$ cat src/rtl/uart_frame_loader.sv
// uart_frame_loader
// Parses host frames from the UART receiver byte stream and writes the
// pixels into the image buffer. Frame = SYNC_BYTE, IMG_PIXELS pixel bytes,
// then one checksum byte (8-bit wrapping sum of the pixels).
//
// Ports:
//   clk, reset          : system clock, synchronous active-high reset
//   rx_dv, rx_byte      : one-cycle byte strobe and byte from the UART receiver
//   wr_en/addr/data     : image buffer write port, one cycle per pixel
//   busy                : frame in progress (payload or checksum phase)
//   frame_done          : one-cycle pulse, frame complete and checksum good
//   frame_err           : one-cycle pulse, frame aborted
//   err_code            : last error cause (0 none, 1 checksum, 2 timeout)
module uart_frame_loader #(
  parameter int          IMG_PIXELS   = 784,
  parameter int          ADDR_W       = $clog2(IMG_PIXELS),
  parameter int          TIMEOUT_CLKS = 10_000_000,
  parameter logic [7:0]  SYNC_BYTE    = 8'hA5
) (
  input  logic              clk,
  input  logic              reset,
  input  logic              rx_dv,
  input  logic [7:0]        rx_byte,
  output logic              wr_en,
  output logic [ADDR_W-1:0] wr_addr,
  output logic [7:0]        wr_data,
  output logic              busy,
  output logic              frame_done,
  output logic              frame_err,
  output logic [1:0]        err_code
);

  typedef enum logic [1:0] {IDLE, PAYLOAD, CHKSUM} state_t;

  localparam int TW = $clog2(TIMEOUT_CLKS);
  // The error is registered on the cycle the timer would step onto
  // TIMEOUT_CLKS-1, so frame_err lands TIMEOUT_CLKS cycles after the last byte.
  localparam logic [TW-1:0]     T_TERM = TW'(TIMEOUT_CLKS - 2);
  localparam logic [ADDR_W-1:0] LAST   = ADDR_W'(IMG_PIXELS - 1);

  state_t            state;
  logic [ADDR_W-1:0] cnt;
  logic [7:0]        sum;
  logic [TW-1:0]     timer;

  always_ff @(posedge clk) begin
    if (reset) begin
      state      <= IDLE;
      cnt        <= '0;
      sum        <= '0;
      timer      <= '0;
      wr_en      <= 1'b0;
      wr_addr    <= '0;
      wr_data    <= '0;
      busy       <= 1'b0;
      frame_done <= 1'b0;
      frame_err  <= 1'b0;
      err_code   <= 2'd0;
    end else begin
      wr_en      <= 1'b0;
      frame_done <= 1'b0;
      frame_err  <= 1'b0;
      case (state)
        IDLE: begin
          if (rx_dv && rx_byte == SYNC_BYTE) begin
            state <= PAYLOAD;
            cnt   <= '0;
            sum   <= '0;
            timer <= '0;
            busy  <= 1'b1;
          end
        end
        PAYLOAD, CHKSUM: begin
          // A byte arriving on the terminal timer cycle takes priority.
          if (rx_dv) begin
            timer <= '0;
            if (state == PAYLOAD) begin
              wr_en   <= 1'b1;
              wr_addr <= cnt;
              wr_data <= rx_byte;
              sum     <= sum + rx_byte;
              if (cnt == LAST) state <= CHKSUM;
              else             cnt   <= cnt + 1'b1;
            end else begin
              state <= IDLE;
              busy  <= 1'b0;
              if (rx_byte == sum) begin
                frame_done <= 1'b1;
              end else begin
                frame_err <= 1'b1;
                err_code  <= 2'd1;
              end
            end
          end else if (timer == T_TERM) begin
            state     <= IDLE;
            busy      <= 1'b0;
            frame_err <= 1'b1;
            err_code  <= 2'd2;
          end else begin
            timer <= timer + 1'b1;
          end
        end
        default: state <= IDLE;
      endcase
    end
  end

endmodule

$ cat config.mk
export PLATFORM = sky130hd
export DESIGN_NAME = uart_frame_loader
export DESIGN_NICKNAME = d
export VERILOG_FILES = /design/src/rtl/uart_frame_loader.sv
export SDC_FILE = /design/constraint.sdc
export NUM_CORES = 1
export LEC_CHECK = 0
export CAP_MARGIN = 20
export CORE_ASPECT_RATIO = 1.5
export CORE_MARGIN = 2
export CORE_UTILIZATION = 52
export DETAILED_ROUTE_END_ITERATION = 12
export PLACE_DENSITY = 0.73
export SLEW_MARGIN = 25
export SYNTH_ARGS = -nofsm -noshare
export SYNTH_HDL_FRONTEND = slang
export SYNTH_SLANG_ARGS = --single-unit
export TNS_END_PERCENT = 10
$ cat constraint.sdc
create_clock -name clk -period 2.2 [get_ports clk]
set_clock_uncertainty 0.1 [all_clocks]
set_input_delay 0.44 -clock clk [delete_from_list [all_inputs] [get_ports clk]]
set_output_delay 0.44 -clock clk [all_outputs]
set_load 0.1 [all_outputs]
==> impl_metrics.prom, run 1 <==
# TYPE chip_impl_metric gauge
chip_impl_info{name="ctsRootBufferMaster",value="sky130_fd_sc_hd__clkbuf_8"} 1
chip_impl_info{name="setup_repair_after_global_routing_missed_its_margin",value="yes"} 1
chip_impl_info{name="worst-setup-path-type",value="reg -> reg"} 1
chip_impl_metric{name="critical_path_required",unit="ns"} 2.35
chip_impl_info{name="cp_top_family",value="simple AND/OR/NAND/NOR gates"} 1
chip_impl_metric{name="wirelength",unit="mm"} 10.7
chip_impl_metric{name="pin_count",unit=""} 35
chip_impl_info{name="r2r_start",value="timer[19]"} 1
chip_impl_metric{name="drive_above_1_share",unit=""} 0.280
chip_impl_metric{name="leakagePower",unit="nW"} 1.91
chip_impl_metric{name="synth_area",unit="mm^2"} 0.00375
chip_impl_info{name="synth_ff_type",value="sky130_fd_sc_hd__dfxtp_1"} 1
chip_impl_info{name="path_cells",value="or4bb_4, or4_4, buf_4, or3_4, and4_4, mux2i_1"} 1
chip_impl_info{name="startpoint_of_the_most_critical_hold_path",value="wr_data[3]"} 1
chip_impl_metric{name="asyncSetResetFlopFracSynth",unit=""} 0
chip_impl_metric{name="synth_fp_nets",unit=""} 501
chip_impl_metric{name="timing.critical_path.buf_inv",unit=""} 1
chip_impl_metric{name="finalPower",unit="mW"} 2.90
chip_impl_info{name="hold-path-endpoint",value="wr_data[3]"} 1
chip_impl_metric{name="timing_hold_violations_final",unit=""} 0
chip_impl_metric{name="grt_pass1_wl",unit="mm"} 17.5
chip_impl_metric{name="grt_start_max_net_pins",unit=""} 35
chip_impl_metric{name="globalRoute.totalOverflow",unit=""} 0
chip_impl_metric{name="post-route-period-util",unit=""} 1.08
chip_impl_metric{name="dr.first_iter.drc_count",unit=""} 244
chip_impl_metric{name="setup.reg_to_reg.worst_slack",unit="ns"} -0.18
chip_impl_metric{name="dp_hpwl",unit="mm"} 7.80
chip_impl_info{name="clock_tree_from_tritoncts",value="yes"} 1
chip_impl_metric{name="grt_pass1_vias",unit=""} 4003
chip_impl_metric{name="slowest_delay",unit="ns"} 0.54
chip_impl_metric{name="dieArea",unit="mm^2"} 0.00791
chip_impl_metric{name="combPwrFrac",unit=""} 0.153
chip_impl_metric{name="wl_per_cell",unit="um"} 16.1
chip_impl_metric{name="worst_hold_path.num_cells",unit=""} 2
chip_impl_metric{name="numCtsBuffers",unit=""} 9
chip_impl_metric{name="arrival",unit="ns"} 2.53
chip_impl_metric{name="area_post_placement",unit="mm^2"} 0.00472
chip_impl_metric{name="antenna_left",unit=""} 0
chip_impl_metric{name="drc",unit=""} 0
chip_impl_metric{name="synthToLayoutAreaGrowth",unit="%"} 36.3
chip_impl_metric{name="report.final.setup_viol",unit=""} 25
chip_impl_info{name="worstHoldPathType",value="reg -> reg"} 1
chip_impl_metric{name="die_width",unit="um"} 73.3
chip_impl_metric{name="initial_utilization",unit=""} 0.539
chip_impl_metric{name="synth_edf_count",unit=""} 0
chip_impl_metric{name="worst_setup_hold_path_clk_slew",unit="ns"} 0.08
chip_impl_metric{name="routed-via-count",unit=""} 4000
chip_impl_metric{name="antenna_found_initial",unit=""} 0
chip_impl_metric{name="ys_seq_area_frac",unit=""} 0.363
chip_impl_metric{name="ys_warn_count",unit=""} 0
chip_impl_info{name="violations_in_the_final_reports",value="setup timing"} 1
chip_impl_metric{name="internal_power",unit="mW"} 2.12
chip_impl_metric{name="slew-limit-headroom",unit=""} 0.717
chip_impl_info{name="worstReg2RegEnd",value="timer[17]"} 1
chip_impl_metric{name="vias_per_cell",unit=""} 6.00
chip_impl_metric{name="max_freq",unit="MHz"} 420
chip_impl_metric{name="finalWeightedCongestion",unit=""} 0.940
chip_impl_metric{name="tightestPinTransition",unit="ns"} 0.419
chip_impl_metric{name="n_antenna_cell",unit=""} 0
chip_impl_metric{name="count_of_input_and_output_buffers",unit=""} 34
chip_impl_metric{name="drv.max_cap_violation_count",unit=""} 0
chip_impl_metric{name="drt_pre_antenna_iters",unit=""} 7
chip_impl_metric{name="final_nets",unit=""} 611
chip_impl_metric{name="p_clk_frac",unit=""} 0.415
chip_impl_metric{name="longest_clk_path_bufs",unit=""} 2
chip_impl_metric{name="clock_latency_at_the_later_pin_of_the_worst_skew_pair",unit="ns"} 0.36
chip_impl_metric{name="fin_crit",unit="ns"} 2.38
chip_impl_metric{name="groute.usage.overall",unit=""} 0.285
chip_impl_metric{name="reg2reg_depth",unit=""} 6
chip_impl_metric{name="htree_num_levels",unit=""} 3
chip_impl_metric{name="clkSinkCount",unit=""} 68
chip_impl_metric{name="timing_max_transition_violations_final",unit=""} 0
chip_impl_metric{name="postSynthRegisterBits",unit=""} 68
chip_impl_info{name="worst_path_max_delay_cell",value="sky130_fd_sc_hd__or4bb_4"} 1
chip_impl_metric{name="ir_worst_vdd",unit="V"} 0.000384
chip_impl_metric{name="power.net_switching",unit="mW"} 0.786
chip_impl_metric{name="worst_slack",unit="ns"} -0.180
chip_impl_metric{name="critical_path_peak_fanout",unit=""} 5
chip_impl_metric{name="chipHeight",unit="um"} 108
chip_impl_info{name="startpoint_type",value="flop"} 1
chip_impl_metric{name="postSynthAreaPerCell",unit="um^2"} 7.90
chip_impl_metric{name="finalInstanceArea",unit="mm^2"} 0.00510
chip_impl_metric{name="p_sw_frac",unit=""} 0.271
chip_impl_metric{name="power.density",unit="mW/mm^2"} 569
chip_impl_metric{name="core_region_area",unit="mm^2"} 0.00694
chip_impl_info{name="setup.worst_path.end_class",value="flop"} 1
chip_impl_metric{name="std_cell_rows",unit=""} 37
chip_impl_metric{name="ys_types",unit=""} 60
chip_impl_metric{name="p_seq_frac",unit=""} 0.432
chip_impl_info{name="run_status",value="finished, violations left"} 1
chip_impl_metric{name="post_synthesis_instance_total",unit=""} 474
## state kept, by name (all words and copies together) (netlist names)
| name | flops |
|---|---|
| busy | 1 |
| cnt | 10 |
| err_code | 2 |
| frame_done | 1 |
| frame_err | 1 |
| state | 2 |
| sum | 8 |
| timer | 24 |
| wr_addr | 10 |
| wr_data | 8 |
| wr_en | 1 |
## how the worst max path moves through the flow
stage                     from        end  slack, ns  cells past startpoint
floorplan            timer[19]  timer[17]      -0.04                      6
global placement    rx_byte[0]     sum[6]      -0.29                      9
detailed placement  rx_byte[0]     sum[6]      -0.38                      9
CTS                  timer[19]  timer[17]      -0.19                      6
global route         timer[19]  timer[17]      -0.22                      6
finish               timer[19]  timer[17]      -0.18                      6
## cell families (layout without fill, tap and decap cells)
| kind of cell | count (synthesis) | count (layout) | synth area share |
|---|---|---|---|
| AND/OR/NAND/NOR | 229 | 229 | 0.326 |
| XOR/XNOR | 9 | 9 | 0.0210 |
| flip-flops | 68 | 68 | 0.363 |
| AO/OA/AOI/OAI | 110 | 110 | 0.183 |
| adder cells (fa/ha/maj) | 16 | 16 | 0.0554 |
| buffers and inverters | 38 | 153 | 0.0411 |
| multiplexers | 4 | 4 | 0.0107 |
## power by group through the flow
stage	Clock (mW)	Sequential, mW	Combinational, mW
floorplan	0	1.35	0.200
CTS	1.22	1.25	0.435
global placement	0	1.28	0.424
global route	1.28	1.26	0.478
detailed placement	0	1.28	0.431
finish	1.21	1.25	0.443
## stage by stage
step / cells / utilization / worst slack, ns / hold slack (ns) / TNS [ns]
after floorplan: 474 / - / -0.0407 / 0.336 / -0.380
after global placement: 648 / 0.680 / -0.286 / 0.343 / -8.33
after detailed placement: 648 / 0.680 / -0.381 / 0.348 / -10.32
after CTS: 664 / 0.718 / -0.191 / 0.358 / -1.68
after global routing: 667 / 0.735 / -0.221 / 0.369 / -3.94
final: 667 / 0.735 / -0.180 / 0.355 / -1.72
## tightest hold or removal path, cell delays in order (launching register included)
cell,delay [ns]
sky130_fd_sc_hd__dfxtp_1,0.31
sky130_fd_sc_hd__nand2_1,0.05
sky130_fd_sc_hd__a21oi_1,0.05
## layout by cell type (no fill, tap or decap), drive strengths merged, types with 3 or more instances in the layout
cell,count
ha,15
o31ai,13
nor4,8
nand4,12
o21ai,14
or3,11
o21bai,5
nand2,73
clkbuf,11
nor2,27
o211ai,3
a211oi,3
xor2,7
nand2b,10
a31oi,4
nor3,21
clkdlybuf4s50,10
nand3b,4
buf,110
dfxtp,68
mux2i,4
or4,15
a21oi,51
nand3,27
inv,17
nor2b,5
## routing by layer
metal  global-route usage  part of all wire
met1                0.286              0.38
met2                0.541              0.54
met3               0.0559             0.045
met4                0.136             0.038
met5                    0                 0
## area by class of cell
class                           instances  area [um^2]
Multi-Input combinational cell        368         2370
Fill cell                             549         1840
Sequential cell                        68         1370
Timing Repair Buffer                  120          966
Clock buffer                           11          151
Tap cell                               78         97.6
Clock inverter                          5         83.8
Inverter                               17         63.8
## cell usage after synthesis (all sizes together), types with 4 or more instances
master | n | area (um^2)
nor3 | 21 | 128
a21oi | 51 | 255
nand3b | 4 | 30.0
nand4 | 12 | 75.1
dfxtp | 68 | 1360
or3 | 11 | 73.8
ha | 15 | 188
o21bai | 5 | 37.5
inv | 17 | 63.8
or4 | 15 | 113
o31ai | 13 | 97.6
xor2 | 7 | 61.3
o21ai | 14 | 70.1
clkbuf | 18 | 67.6
nor4 | 8 | 56.3
nand2b | 10 | 62.6
nor2b | 5 | 31.3
nand2 | 73 | 274
a31oi | 4 | 25.0
mux2i | 4 | 40.0
nor2 | 27 | 101
nand3 | 27 | 135
## repair_timing
item | 4_1_cts | 5_1_grt
endpoints found under the setup margin | 27 | 35
resized for setup | 6 | 23
hold buffers | 0 | 0
pin swaps | 1 | 8
endpoints found under the hold margin | 0 | 0
setup buffers | 0 | 3
Power figures use the tool's default switching activity.
==> run 2: changes to the inputs <==
--- a/config.mk
+++ b/config.mk
@@ -5,12 +5,13 @@
 export SDC_FILE = /design/constraint.sdc
 export NUM_CORES = 1
 export LEC_CHECK = 0
+export ABC_AREA = 1
 export CAP_MARGIN = 20
 export CORE_ASPECT_RATIO = 1.5
 export CORE_MARGIN = 2
-export CORE_UTILIZATION = 52
+export CORE_UTILIZATION = 53
 export DETAILED_ROUTE_END_ITERATION = 12
-export PLACE_DENSITY = 0.73
+export PLACE_DENSITY = 0.74
 export SLEW_MARGIN = 25
 export SYNTH_ARGS = -nofsm -noshare
 export SYNTH_HDL_FRONTEND = slang
==> run 2 against run 1 <==
The flow now finishes without violations. Sequential share of layout area decreased by 0.94 points. Via count increased by 17%. Synthesized area increased by 15%. Critical path depth increased by 5. Utilization decreased by 7.3 points. First-iteration DRC count increased by 27%. Flip-flop and latch count unchanged. Total power increased by 84%. Critical path type unchanged. Highest routed layer unchanged.
==> impl_metrics.prom, run 2 <==
# TYPE chip_impl_metric gauge
chip_impl_metric{name="drt_pre_antenna_iters",unit=""} 7
chip_impl_metric{name="placed_cells",unit=""} 848
chip_impl_metric{name="die_width",unit="um"} 77.6
chip_impl_metric{name="crit_cells",unit=""} 11
chip_impl_metric{name="synth_fp_nets",unit=""} 724
chip_impl_metric{name="wl_per_cell",unit="um"} 13.7
chip_impl_metric{name="initial_utilization",unit=""} 0.541
chip_impl_metric{name="tightestPinTransition",unit="ns"} 0.389
chip_impl_metric{name="htree_num_levels",unit=""} 3
chip_impl_info{name="worst_path_max_delay_cell",value="sky130_fd_sc_hd__dfxtp_1"} 1
chip_impl_metric{name="slowest_delay",unit="ns"} 0.41
chip_impl_metric{name="synth_area",unit="mm^2"} 0.00431
chip_impl_metric{name="std_cell_rows",unit=""} 40
chip_impl_metric{name="cts.repair.resized",unit=""} 0
chip_impl_metric{name="max_freq",unit="MHz"} 492
chip_impl_info{name="path_cells",value="inv_1, ha_1, buf_4, nand2_1, nand2_1, buf_4, buf_12, nand3_1, nand2_1, inv_1, nor2_1"} 1
chip_impl_info{name="run_status",value="finished, final reports clean"} 1
chip_impl_metric{name="final_nets",unit=""} 781
chip_impl_metric{name="globalRoute.totalOverflow",unit=""} 0
chip_impl_info{name="worstReg2RegEnd",value="timer[22]"} 1
chip_impl_info{name="setup_repair_after_global_routing_missed_its_margin",value="no"} 1
chip_impl_metric{name="dr.first_iter.drc_count",unit=""} 309
chip_impl_metric{name="leakagePower",unit="nW"} 2.26
chip_impl_metric{name="timing.critical_path.buf_inv",unit=""} 5
chip_impl_metric{name="filler_cell_count",unit=""} 725
chip_impl_metric{name="routed-via-count",unit=""} 4661
chip_impl_metric{name="arrival",unit="ns"} 2.21
chip_impl_info{name="mostFrequentLayoutCells",value="sky130_fd_sc_hd__nand2_1, sky130_fd_sc_hd__nor2_1, sky130_fd_sc_hd__inv_1"} 1
chip_impl_info{name="setup.worst_path.end_class",value="flop"} 1
chip_impl_info{name="largestRegisters",value="timer x24, cnt x10, wr_addr x10"} 1
chip_impl_metric{name="numCtsBuffers",unit=""} 9
chip_impl_metric{name="ys_seq_area_frac",unit=""} 0.316
chip_impl_metric{name="ir_worst_vdd",unit="V"} 0.000723
chip_impl_info{name="worst-setup-path-type",value="reg -> reg"} 1
chip_impl_info{name="r2r_start",value="state[1]"} 1
chip_impl_metric{name="setup.reg_to_reg.worst_slack",unit="ns"} 0.17
chip_impl_metric{name="worst_slack",unit="ns"} 0.168
chip_impl_info{name="synth.most_common_cell",value="sky130_fd_sc_hd__nand2_1"} 1
chip_impl_info{name="largest-register",value="timer"} 1
chip_impl_metric{name="grt_start_max_net_pins",unit=""} 31
chip_impl_info{name="ys_top_cells_by_area",value="sky130_fd_sc_hd__dfxtp_1, sky130_fd_sc_hd__nand2_1, sky130_fd_sc_hd__nor2_1, sky130_fd_sc_hd__inv_1, sky130_fd_sc_hd__nand3_1"} 1
chip_impl_metric{name="critical_path_peak_fanout",unit=""} 7
chip_impl_metric{name="longest_clk_path_bufs",unit=""} 2
chip_impl_metric{name="postSynthRegisterBits",unit=""} 68
chip_impl_metric{name="slew-limit-headroom",unit=""} 0.739
chip_impl_info{name="cp_top_family",value="buffers and inverters"} 1
chip_impl_metric{name="asyncSetResetFlopFracSynth",unit=""} 0
chip_impl_metric{name="worst_hold_slack",unit="ns"} 0.363
chip_impl_info{name="startpoint_type",value="flop"} 1
chip_impl_metric{name="post_synthesis_instance_total",unit=""} 697
chip_impl_metric{name="clock_latency_at_the_later_pin_of_the_worst_skew_pair",unit="ns"} 0.34
chip_impl_metric{name="report.final.setup_viol",unit=""} 0
chip_impl_metric{name="clkSinkCount",unit=""} 68
chip_impl_metric{name="cts_hold_buffers",unit=""} 0
chip_impl_metric{name="finalWeightedCongestion",unit=""} 0.976
chip_impl_metric{name="grt_pass1_vias",unit=""} 4491
chip_impl_metric{name="synth_edf_count",unit=""} 0
chip_impl_info{name="synth_ff_type",value="sky130_fd_sc_hd__dfxtp_1"} 1
chip_impl_metric{name="drive_above_1_share",unit=""} 0.136
chip_impl_metric{name="post-route-period-util",unit=""} 0.924
chip_impl_metric{name="largest_register_ffs",unit=""} 24
chip_impl_info{name="layout.cells.most_common",value="sky130_fd_sc_hd__nand2_1"} 1
chip_impl_metric{name="reg2reg_depth",unit=""} 11
chip_impl_metric{name="placement.setup.worst_slack",unit="ns"} -0.138
chip_impl_metric{name="antenna_found_initial",unit=""} 0
chip_impl_metric{name="dp_hpwl",unit="mm"} 8.86
chip_impl_metric{name="worst_setup_hold_path_clk_slew",unit="ns"} 0.06
chip_impl_info{name="clock_tree_from_tritoncts",value="yes"} 1
chip_impl_metric{name="groute.usage.overall",unit=""} 0.287
chip_impl_metric{name="dieArea",unit="mm^2"} 0.00888
chip_impl_metric{name="synth.top_cell.area_share",unit=""} 0.316
chip_impl_metric{name="worst_hold_path.num_cells",unit=""} 2
chip_impl_metric{name="pin_count",unit=""} 35
chip_impl_metric{name="synthToLayoutAreaGrowth",unit="%"} 22.3
chip_impl_metric{name="drc",unit=""} 0
chip_impl_metric{name="vias_per_cell",unit=""} 5.39
chip_impl_metric{name="chipHeight",unit="um"} 114
chip_impl_metric{name="n_antenna_cell",unit=""} 0
chip_impl_metric{name="core_region_area",unit="mm^2"} 0.00796
chip_impl_metric{name="finalPower",unit="mW"} 5.34
chip_impl_metric{name="timing_hold_violations_final",unit=""} 0
chip_impl_info{name="synth_commonest_cells",value="sky130_fd_sc_hd__nand2_1, sky130_fd_sc_hd__nor2_1, sky130_fd_sc_hd__inv_1"} 1
chip_impl_metric{name="critical_path_required",unit="ns"} 2.38
chip_impl_info{name="worstHoldPathType",value="reg -> reg"} 1
chip_impl_info{name="hold-path-endpoint",value="err_code[1]"} 1
chip_impl_metric{name="fin_crit",unit="ns"} 2.03
chip_impl_metric{name="wirelength",unit="mm"} 11.8
chip_impl_metric{name="count_of_input_and_output_buffers",unit=""} 34
chip_impl_metric{name="drv.max_cap_violation_count",unit=""} 0
chip_impl_metric{name="post_cts_setup_buffer_count",unit=""} 0
chip_impl_info{name="startpoint_of_the_most_critical_hold_path",value="err_code[1]"} 1
chip_impl_info{name="ctsRootBufferMaster",value="sky130_fd_sc_hd__clkbuf_16"} 1
chip_impl_info{name="worst_path_most_repeated_cell",value="sky130_fd_sc_hd__nand2_1"} 1
chip_impl_metric{name="power.density",unit="mW/mm^2"} 1010
chip_impl_metric{name="ys_warn_count",unit=""} 0
chip_impl_info{name="synth.largest_area_cell",value="sky130_fd_sc_hd__dfxtp_1"} 1
chip_impl_metric{name="ys_types",unit=""} 34
chip_impl_metric{name="finalInstanceArea",unit="mm^2"} 0.00527
chip_impl_metric{name="postSynthAreaPerCell",unit="um^2"} 6.18
chip_impl_metric{name="area_post_placement",unit="mm^2"} 0.00491
chip_impl_metric{name="grt_pass1_wl",unit="mm"} 20.3
chip_impl_metric{name="fin_cells",unit=""} 864
chip_impl_metric{name="timing_max_transition_violations_final",unit=""} 0
chip_impl_metric{name="antenna_left",unit=""} 0
[run 2: final cells by class]
class / count / area (um^2) / share of cell area
timing repair buffer: 67 / 578 / 0.110
clock buffer: 11 / 253 / 0.0480
clock inverter: 5 / 106 / 0.0202
tap: 105 / 131 / 0.0249
multi-input combinational: 512 / 2470 / 0.470
inverter: 96 / 362 / 0.0687
sequential: 68 / 1360 / 0.258
[run 2: tightest hold or removal path, stage by stage (launching register included)]
cell and delay [ns]:
sky130_fd_sc_hd__dfxtp_1 0.31, sky130_fd_sc_hd__nand2_1 0.06, sky130_fd_sc_hd__a21oi_1 0.05
[run 2: metal layers]
metal  part of all wire  GRT usage
met4              0.033      0.135
met2               0.54      0.527
met5                  0          0
met3              0.039     0.0552
met1               0.39      0.314
[run 2: worst max path at each step]
stage	startpoint	to	slack [ns]
5_1_grt	state[1]	sum[3]	0.04
3_3_place_gp	rx_byte[4]	frame_done	-0.11
3_5_place_dp	rx_byte[0]	sum[6]	-0.14
4_1_cts	state[1]	timer[16]	0.19
2_1_floorplan	state[0]	timer[11]	0.35
6_report	state[1]	timer[22]	0.17
[run 2: cell families after synthesis]
| family | after synthesis | synth area share |
|---|---|---|
| flip-flops | 68 | 0.316 |
| AND/OR/NAND/NOR | 412 | 0.417 |
| AO/OA/AOI/OAI | 76 | 0.0927 |
| XOR/XNOR | 8 | 0.0163 |
| adder cells (fa/ha/maj) | 16 | 0.0482 |
| buffers and inverters | 117 | 0.109 |
[run 2: power breakdown]
| part | switching [mW] | internal [mW] |
|---|---|---|
| Clock | 0.561 | 1.17 |
| Sequential | 0.0838 | 1.35 |
| Combinational | 1.53 | 0.646 |
[run 2: metrics by stage]
stage,TNS (ns),utilization
after detailed placement,-0.679,0.617
after CTS,0,0.662
after global placement,-0.366,0.617
after global routing,0,0.662
after floorplan,0,-
final,0,0.662
